**config.mk**
```make
export PLATFORM = sky130hd
export DESIGN_NAME = cw305_axi_mailbox
export DESIGN_NICKNAME = d
export VERILOG_FILES = /design/src/rtl/cw305_axi_mailbox.sv
export SDC_FILE = /design/constraint.sdc
export NUM_CORES = 1
export LEC_CHECK = 0
export ABC_AREA = 1
export CORE_AREA = 4 4 251 253
export CTS_BUF_LIST = sky130_fd_sc_hd__clkbuf_4
export DETAILED_ROUTE_END_ITERATION = 12
export DIE_AREA = 0 0 255 257
export GPL_ROUTABILITY_DRIVEN = 0
export PLACE_DENSITY_LB_ADDON = 0.15
export SYNTH_ARGS = -nofsm -noshare
export SYNTH_HDL_FRONTEND = slang
export SYNTH_SLANG_ARGS = --single-unit
```
**constraint.sdc**
```tcl
create_clock -name clk -period 1.9 [get_ports clk]
set_input_delay 0.38 -clock clk [delete_from_list [all_inputs] [get_ports clk]]
set_output_delay 0.38 -clock clk [all_outputs]
set_load 0.005 [all_outputs]
```
**src/rtl/cw305_axi_mailbox.sv**
```systemverilog
// cw305_axi_mailbox
// AXI4-Lite slave mailbox between the CW305 host capture interface and the
// picorv32 memory port. A host start snapshots host_in and raises host_busy.
// Firmware then reads the input words, writes the result words and commits
// them through STATUS. The commit drives host_out and pulses host_done.
//
// Ports:
//   clk, resetn        system clock and asynchronous active-low reset
//   host_start         start request, sampled every cycle
//   host_in            IN_WORDS x 32-bit input vector (word i = [32i+31:32i])
//   host_out           OUT_WORDS x 32-bit committed result
//   host_busy          high from an accepted start until commit
//   host_done          one-cycle pulse on commit (or watchdog expiry)
//   mem_axi_*          AXI4-Lite slave (AW, W, B, AR, R channels)
//
// Register map (addr[11:0] decoded):
//   0x000+4i input word i (RO)   0x100+4j output word j (RW, byte strobes)
//   0x200 STATUS / COMMIT        0x204 SEQ (accepted-start count, RO)
//
// Optional feature macro: CW305_AXI_TIMEOUT_EN enables the busy watchdog.
module cw305_axi_mailbox #(
    parameter int unsigned IN_WORDS       = 8,
    parameter int unsigned OUT_WORDS      = 4,
    parameter int unsigned TIMEOUT_CYCLES = 1000000
) (
    input  logic                    clk,
    input  logic                    resetn,
    input  logic                    host_start,
    input  logic [32*IN_WORDS-1:0]  host_in,
    output logic [32*OUT_WORDS-1:0] host_out,
    output logic                    host_busy,
    output logic                    host_done,
    input  logic                    mem_axi_awvalid,
    output logic                    mem_axi_awready,
    input  logic [31:0]             mem_axi_awaddr,
    input  logic [2:0]              mem_axi_awprot,
    input  logic                    mem_axi_wvalid,
    output logic                    mem_axi_wready,
    input  logic [31:0]             mem_axi_wdata,
    input  logic [3:0]              mem_axi_wstrb,
    output logic                    mem_axi_bvalid,
    input  logic                    mem_axi_bready,
    input  logic                    mem_axi_arvalid,
    output logic                    mem_axi_arready,
    input  logic [31:0]             mem_axi_araddr,
    input  logic [2:0]              mem_axi_arprot,
    output logic                    mem_axi_rvalid,
    input  logic                    mem_axi_rready,
    output logic [31:0]             mem_axi_rdata
);

    localparam int unsigned  AW          = 12;
    localparam logic [AW-1:0] ADDR_STATUS = 12'h200;
    localparam logic [AW-1:0] ADDR_SEQ    = 12'h204;
    localparam logic [31:0]  RD_UNMAPPED = 32'hDEAD_BEEF;

    // AXI channel state
    logic          awready_q, awready_d;
    logic          aw_full_q, aw_full_d;
    logic [AW-1:0] aw_addr_q, aw_addr_d;
    logic          wready_q, wready_d;
    logic          w_full_q, w_full_d;
    logic [31:0]   wdata_q, wdata_d;
    logic [3:0]    wstrb_q, wstrb_d;
    logic          bvalid_q, bvalid_d;
    logic          arready_q, arready_d;
    logic          rvalid_q, rvalid_d;
    logic [31:0]   rdata_q, rdata_d;

    // Mailbox state
    logic [31:0]              in_q  [IN_WORDS];
    logic [31:0]              in_d  [IN_WORDS];
    logic [31:0]              out_q [OUT_WORDS];
    logic [31:0]              out_d [OUT_WORDS];
    logic [32*OUT_WORDS-1:0]  host_out_q, host_out_d;
    logic                     busy_q, busy_d;
    logic                     done_q, done_d;
    logic                     ovr_q, ovr_d;
    logic                     tmo_q, tmo_d;
    logic [31:0]              seq_q, seq_d;
    logic                     start_hold_q, start_hold_d;

    logic        wr_fire, rd_fire, commit, clr_ovr, start_hit;
    logic [31:0] rd_val;

    assign host_out        = host_out_q;
    assign host_busy       = busy_q;
    assign host_done       = done_q;
    assign mem_axi_awready = awready_q;
    assign mem_axi_wready  = wready_q;
    assign mem_axi_bvalid  = bvalid_q;
    assign mem_axi_arready = arready_q;
    assign mem_axi_rvalid  = rvalid_q;
    assign mem_axi_rdata   = rdata_q;

    logic unused_ok;
    assign unused_ok = ^{mem_axi_awprot, mem_axi_arprot,
                         mem_axi_awaddr[31:12], mem_axi_araddr[31:12]};

`ifdef CW305_AXI_TIMEOUT_EN
    localparam int unsigned CNT_W = $clog2(TIMEOUT_CYCLES + 1);
    logic [CNT_W-1:0] cnt_q, cnt_d;
    logic             clr_tmo;
`else
    logic unused_tmo;
    assign unused_tmo = (TIMEOUT_CYCLES == 0);
`endif

    // Read decode of the presented AR address
    always_comb begin
        rd_val = RD_UNMAPPED;
        if (mem_axi_araddr[11:8] == 4'h0) begin
            for (int k = 0; k < int'(IN_WORDS); k++) begin
                if (mem_axi_araddr[7:2] == 6'(k)) rd_val = in_q[k];
            end
        end else if (mem_axi_araddr[11:8] == 4'h1) begin
            for (int k = 0; k < int'(OUT_WORDS); k++) begin
                if (mem_axi_araddr[7:2] == 6'(k)) rd_val = out_q[k];
            end
        end else if (mem_axi_araddr[11:0] == ADDR_STATUS) begin
            rd_val = {28'd0, tmo_q, 1'b0, ovr_q, busy_q};
        end else if (mem_axi_araddr[11:0] == ADDR_SEQ) begin
            rd_val = seq_q;
        end
    end

    // Next-state logic for AXI channels, registers and host handshake
    always_comb begin
        aw_full_d    = aw_full_q;
        aw_addr_d    = aw_addr_q;
        w_full_d     = w_full_q;
        wdata_d      = wdata_q;
        wstrb_d      = wstrb_q;
        bvalid_d     = bvalid_q;
        rvalid_d     = rvalid_q;
        rdata_d      = rdata_q;
        in_d         = in_q;
        out_d        = out_q;
        host_out_d   = host_out_q;
        busy_d       = busy_q;
        done_d       = 1'b0;
        ovr_d        = ovr_q;
        tmo_d        = tmo_q;
        seq_d        = seq_q;
        start_hold_d = start_hold_q;
        commit       = 1'b0;
        clr_ovr      = 1'b0;
`ifdef CW305_AXI_TIMEOUT_EN
        cnt_d        = cnt_q;
        clr_tmo      = 1'b0;
`endif

        // Ready pulses only while the matching latch is empty
        awready_d = mem_axi_awvalid && !aw_full_q && !awready_q;
        wready_d  = mem_axi_wvalid && !w_full_q && !wready_q;
        arready_d = mem_axi_arvalid && !arready_q && !rvalid_q;

        if (mem_axi_awvalid && awready_q) begin
            aw_full_d = 1'b1;
            aw_addr_d = mem_axi_awaddr[11:0];
        end
        if (mem_axi_wvalid && wready_q) begin
            w_full_d = 1'b1;
            wdata_d  = mem_axi_wdata;
            wstrb_d  = mem_axi_wstrb;
        end

        if (bvalid_q && mem_axi_bready) bvalid_d = 1'b0;

        // Perform the write; latches free immediately so the next AW/W can
        // be accepted while the response is still pending
        wr_fire = aw_full_q && w_full_q && !bvalid_q;
        if (wr_fire) begin
            bvalid_d  = 1'b1;
            aw_full_d = 1'b0;
            w_full_d  = 1'b0;
            if (aw_addr_q[11:8] == 4'h1) begin
                for (int k = 0; k < int'(OUT_WORDS); k++) begin
                    if (aw_addr_q[7:2] == 6'(k)) begin
                        for (int b = 0; b < 4; b++) begin
                            if (wstrb_q[b]) out_d[k][8*b +: 8] = wdata_q[8*b +: 8];
                        end
                    end
                end
            end else if (aw_addr_q == ADDR_STATUS) begin
                commit  = wdata_q[0];
                clr_ovr = wdata_q[1];
`ifdef CW305_AXI_TIMEOUT_EN
                clr_tmo = wdata_q[3];
`endif
            end
        end

        rd_fire = mem_axi_arvalid && arready_q;
        if (rvalid_q && mem_axi_rready) rvalid_d = 1'b0;
        if (rd_fire) begin
            rvalid_d = 1'b1;
            rdata_d  = rd_val;
        end

        // A start counts once per assertion; a held level is ignored
        start_hit = host_start && !start_hold_q;
        if (!host_start)    start_hold_d = 1'b0;
        else if (start_hit) start_hold_d = 1'b1;

        if (clr_ovr) ovr_d = 1'b0;
        // Start is judged against pre-commit busy, so commit+start overruns
        if (start_hit && busy_q) ovr_d = 1'b1;

        if (commit && busy_q) begin
            for (int k = 0; k < int'(OUT_WORDS); k++) host_out_d[32*k +: 32] = out_q[k];
            busy_d = 1'b0;
            done_d = 1'b1;
        end

        if (start_hit && !busy_q) begin
            for (int k = 0; k < int'(IN_WORDS); k++) in_d[k] = host_in[32*k +: 32];
            busy_d = 1'b1;
            seq_d  = seq_q + 32'd1;
        end

`ifdef CW305_AXI_TIMEOUT_EN
        // Watchdog: counts busy cycles, any commit restarts the count
        if (clr_tmo) tmo_d = 1'b0;
        if (!busy_q || commit) begin
            cnt_d = '0;
        end else if (cnt_q == CNT_W'(TIMEOUT_CYCLES - 1)) begin
            cnt_d      = '0;
            host_out_d = '0;
            busy_d     = 1'b0;
            done_d     = 1'b1;
            tmo_d      = 1'b1;
        end else begin
            cnt_d = cnt_q + CNT_W'(1);
        end
`endif
    end

    // State registers
    always_ff @(posedge clk or negedge resetn) begin
        if (!resetn) begin
            awready_q    <= 1'b0;
            aw_full_q    <= 1'b0;
            aw_addr_q    <= '0;
            wready_q     <= 1'b0;
            w_full_q     <= 1'b0;
            wdata_q      <= '0;
            wstrb_q      <= '0;
            bvalid_q     <= 1'b0;
            arready_q    <= 1'b0;
            rvalid_q     <= 1'b0;
            rdata_q      <= '0;
            for (int k = 0; k < int'(IN_WORDS); k++)  in_q[k]  <= '0;
            for (int k = 0; k < int'(OUT_WORDS); k++) out_q[k] <= '0;
            host_out_q   <= '0;
            busy_q       <= 1'b0;
            done_q       <= 1'b0;
            ovr_q        <= 1'b0;
            tmo_q        <= 1'b0;
            seq_q        <= '0;
            start_hold_q <= 1'b0;
`ifdef CW305_AXI_TIMEOUT_EN
            cnt_q        <= '0;
`endif
        end else begin
            awready_q    <= awready_d;
            aw_full_q    <= aw_full_d;
            aw_addr_q    <= aw_addr_d;
            wready_q     <= wready_d;
            w_full_q     <= w_full_d;
            wdata_q      <= wdata_d;
            wstrb_q      <= wstrb_d;
            bvalid_q     <= bvalid_d;
            arready_q    <= arready_d;
            rvalid_q     <= rvalid_d;
            rdata_q      <= rdata_d;
            in_q         <= in_d;
            out_q        <= out_d;
            host_out_q   <= host_out_d;
            busy_q       <= busy_d;
            done_q       <= done_d;
            ovr_q        <= ovr_d;
            tmo_q        <= tmo_d;
            seq_q        <= seq_d;
            start_hold_q <= start_hold_d;
`ifdef CW305_AXI_TIMEOUT_EN
            cnt_q        <= cnt_d;
`endif
        end
    end

endmodule

```
==> run_results.csv <==
group,metric,value,unit
power_and_ir_drop,peakVddDrop,0.555,mV
drt,antenna_left,0,
global_routing,grt_max_degree,111,
global_routing,gr-usage-all-layers,0.338,
timing,drv_slew,0,
clock_tree,cts.sink_count,635,
worst_setup_path,cp-start-kind,"register",
timing,period_minus_slack,2040,ps
worst_setup_path,required,1520,ps
timing,tightest_slew,1180,ps
logic_synthesis,synth_cell_type_count,38,
power_and_ir_drop,switching_share,0.300,
logic_synthesis,synth-edff-count,0,
final_layout,areaGrowthSynthToFinish,55.2,%
logic_synthesis,yosys_register_bits,635,
clock_tree,cts_tree,"done",
power_and_ir_drop,comb_power_share,0.175,
timing,layout_setup_ws,-145,ps
logic_synthesis,ys_top_cells_by_area,"dfrtp_1 (57%), nand2_1 (17%), o21ai_0 (7.8%), inv_1 (4.6%), nand4_1 (1.8%)",
timing,hold_ws,73.3,ps
placed_design,port_buffers,490,
drt,wl_per_cell,21.2,µm
worst_setup_path,worstPathArrival,1660,ps
final_layout,nFillCells,4658,
drt,first_iter_violations,2881,
global_routing,grt-ovfl-total,0,
drt,drc,0,
worst_setup_path,worstSetupPathType,"reg -> out",
clock_tree,cts-root-buf,"clkbuf_4",
logic_synthesis,synth.top_cell.area_share,0.573,
placed_design,hpwl,75900,µm
final_layout,stdcell_area,43000,µm²
floorplan,rows,91,
final_layout,fin_nets,4938,
timing,period_share,1.08,
logic_synthesis,synthCells,3390,
final_layout,drive_above_1_share,0.235,
timing,relSlewSlack,0.213,
logic_synthesis,yosys_warnings,0,
floorplan,die_y,257,µm
clock_tree,clock_latency,1030,ps
placed_design,placed_cell_area,35100,µm²
power_and_ir_drop,internal_power,25.0,mW
power_and_ir_drop,p_sw,10.7,mW
clock_tree,clk_pin_slew,60,ps
logic_synthesis,synth_most_common_cell,"nand2_1",
logic_synthesis,yosys.area.top_type,"dfrtp_1",
drt,viasPerCell,5.32,
floorplan,start_util,0.454,
worst_setup_path,critical_path.max_fanout,2,
outcome,status,"complete, but fails checks",
worst_setup_path,cp-end-kind,"primary output",
timing,max_freq,489,MHz
logic_synthesis,ys.flop_type,"dfrtp_1",
clock_tree,cts_made_buffers,171,
global_routing,grt_pass1_wl,168000,µm
clock_tree,clock_path_buffers,3,
drt,finalWirelength,116000,µm
power_and_ir_drop,seq_power_share,0.474,
floorplan,ioPinCount,537,
logic_synthesis,avgSynthCellArea,8.18,µm²
global_routing,antenna_found_initial,9,
logic_synthesis,async_flop_share,1.00,
timing,hold_viol,0,
logic_synthesis,yosys-top-cells-count,"nand2_1 (1,282), dfrtp_1 (635), o21ai_0 (431)",
global_routing,first_global_vias,28600,
power_and_ir_drop,p_leak,21.5,nW
power_and_ir_drop,cellPowerDensity,829,nW/µm²
power_and_ir_drop,p_clk_frac,0.352,
logic_synthesis,synth_area,27700,µm²
timing,clock_skew,37.6,ps
drt,via_count,29200,
outcome,violations,"setup timing",
timing,rsz0062_at_grt,"yes",
logic_synthesis,syn_nets,3761,
clock_tree,h-tree-depth,4,
timing,setup_viol,258,
drt,dr.pass1.iters,6,
worst_hold_path,hp-class,"in -> reg",
floorplan,dieArea,65500,µm²
logic_synthesis,ys_seq_area_frac,0.573,
floorplan,core-area,61000,µm²
run,drv_cap,0,
floorplan,die_x,255,µm
==> critical path, stage by stage, from the launching register on <==
cell	delay, ps
dfrtp_1	410
buf_6	130
buf_6	110
==> layout make-up <==
cell class	instances	area, µm²	share of cell area
Antenna cell	8	20.0	0.000465
Clock buffer	248	1860	0.0433
Clock inverter	46	323	0.00750
Inverter	350	1350	0.0314
Multi-Input combinational cell	2225	11000	0.255
Sequential cell	635	15900	0.369
Tap cell	790	988	0.0230
Timing Repair Buffer	1184	11600	0.270
==> power by group through the flow <==
stage                     logic (mW)  registers, mW  clock network, mW
final                           6.23           16.9               12.6
after global routing            6.88           17.1               13.5
after CTS                       6.00           16.8               12.7
after detailed placement        5.45           17.0                  0
after global placement          5.36           16.9                  0
after floorplan                 2.52           16.6                  0
==> flip-flops by register name (all words and copies together), names as in the netlist <==
name / flops
in_q: 256
mem_axi_rdata: 32
aw_full_q: 1
host_busy: 1
mem_axi_rvalid: 1
aw_addr_q: 12
mem_axi_wready: 1
wstrb_q: 4
mem_axi_bvalid: 1
seq_q: 32
w_full_q: 1
wdata_q: 32
mem_axi_awready: 1
ovr_q: 1
out_q: 128
mem_axi_arready: 1
start_hold_q: 1
host_out: 128
host_done: 1
==> per-stage QoR <==
stage / setup slack [ps] / instances / utilization / power [mW] / setup TNS [ps]
after floorplan: 176 / 3390 / - / 19.1 / 0
after global routing: -240 / 5486 / 0.705 / 37.5 / -40320
after detailed placement: -960 / 4710 / 0.575 / 22.4 / -68490
final: -145 / 5486 / 0.705 / 35.7 / -10840
after global placement: -940 / 4710 / 0.575 / 22.3 / -63290
after CTS: -224 / 5390 / 0.672 / 35.4 / -28150
==> kinds of logic (layout without fill, tap and decap cells) <==
family,after synthesis,in the layout,share of synthesized area
fa+ha+maj,1,1,0.000451
other cells,0,8,0
compound gates,619,619,0.113
xor+xnor,30,30,0.00947
simple gates,1575,1575,0.229
flops,635,635,0.573
buf+inv,530,1828,0.0753
==> repair_timing <==
action / CTS / global route
hold buffers: 307 / 0
setup buffers: 60 / 77
pin swaps: 7 / 45
gates cloned: 20 / 18
gates resized for setup: 807 / 348
setup endpoints to repair: 304 / 501
endpoints found under the hold margin: 940 / 0
==> worst paths after layout <==
path	from	to	slack (ps)	cells after the start
worst max-delay path	host_busy	host_busy	-140	2
worst min-delay path	host_in[88]	in_q[184]	70	3
worst max register to register	aw_addr_q[6]	host_out[113]	-130	11
worst min register to register	mem_axi_awready	mem_axi_awready	470	1
max in group asynchronous	resetn	seq_q[16]	200	3
min in group asynchronous	resetn	in_q[205]	130	3
==> placed cells by master (no fill, tap or decap), types with 8 or more instances in the layout <==
master | Yosys | final
o21ai_2 | 0 | 45
clkdlybuf4s50_1 | 0 | 322
inv_2 | 10 | 10
dfrtp_2 | 0 | 10
xnor2_1 | 10 | 10
o21ai_0 | 431 | 410
clkbuf_16 | 0 | 13
o22ai_1 | 21 | 21
o21ai_1 | 73 | 47
nor2_4 | 2 | 9
buf_16 | 0 | 23
a21oi_1 | 90 | 90
nand3_1 | 70 | 66
xor2_1 | 20 | 20
dfrtp_1 | 635 | 625
diode_2 | 0 | 8
dlygate4sd3_1 | 0 | 307
nor2_1 | 110 | 94
buf_12 | 0 | 49
nor3_1 | 10 | 10
buf_6 | 1 | 47
clkinv_1 | 1 | 33
clkbuf_4 | 0 | 248
buf_2 | 45 | 136
nand4_1 | 78 | 78
nor2_2 | 4 | 13
nand2_4 | 0 | 90
nand2_2 | 0 | 91
inv_1 | 339 | 338
buf_4 | 9 | 282
nand2_1 | 1282 | 1101
==> layer usage <==
layer	routed length, µm	vias to the layer above	part of all wire	track usage
li1	-	13200	-	-
met1	45900	13900	0.39	0.461
met2	53200	1705	0.46	0.510
met3	11300	349	0.097	0.0854
met4	6030	2	0.052	0.160
met5	13	-	0.00011	0
Note: power is estimated with default switching activity, not from simulation.
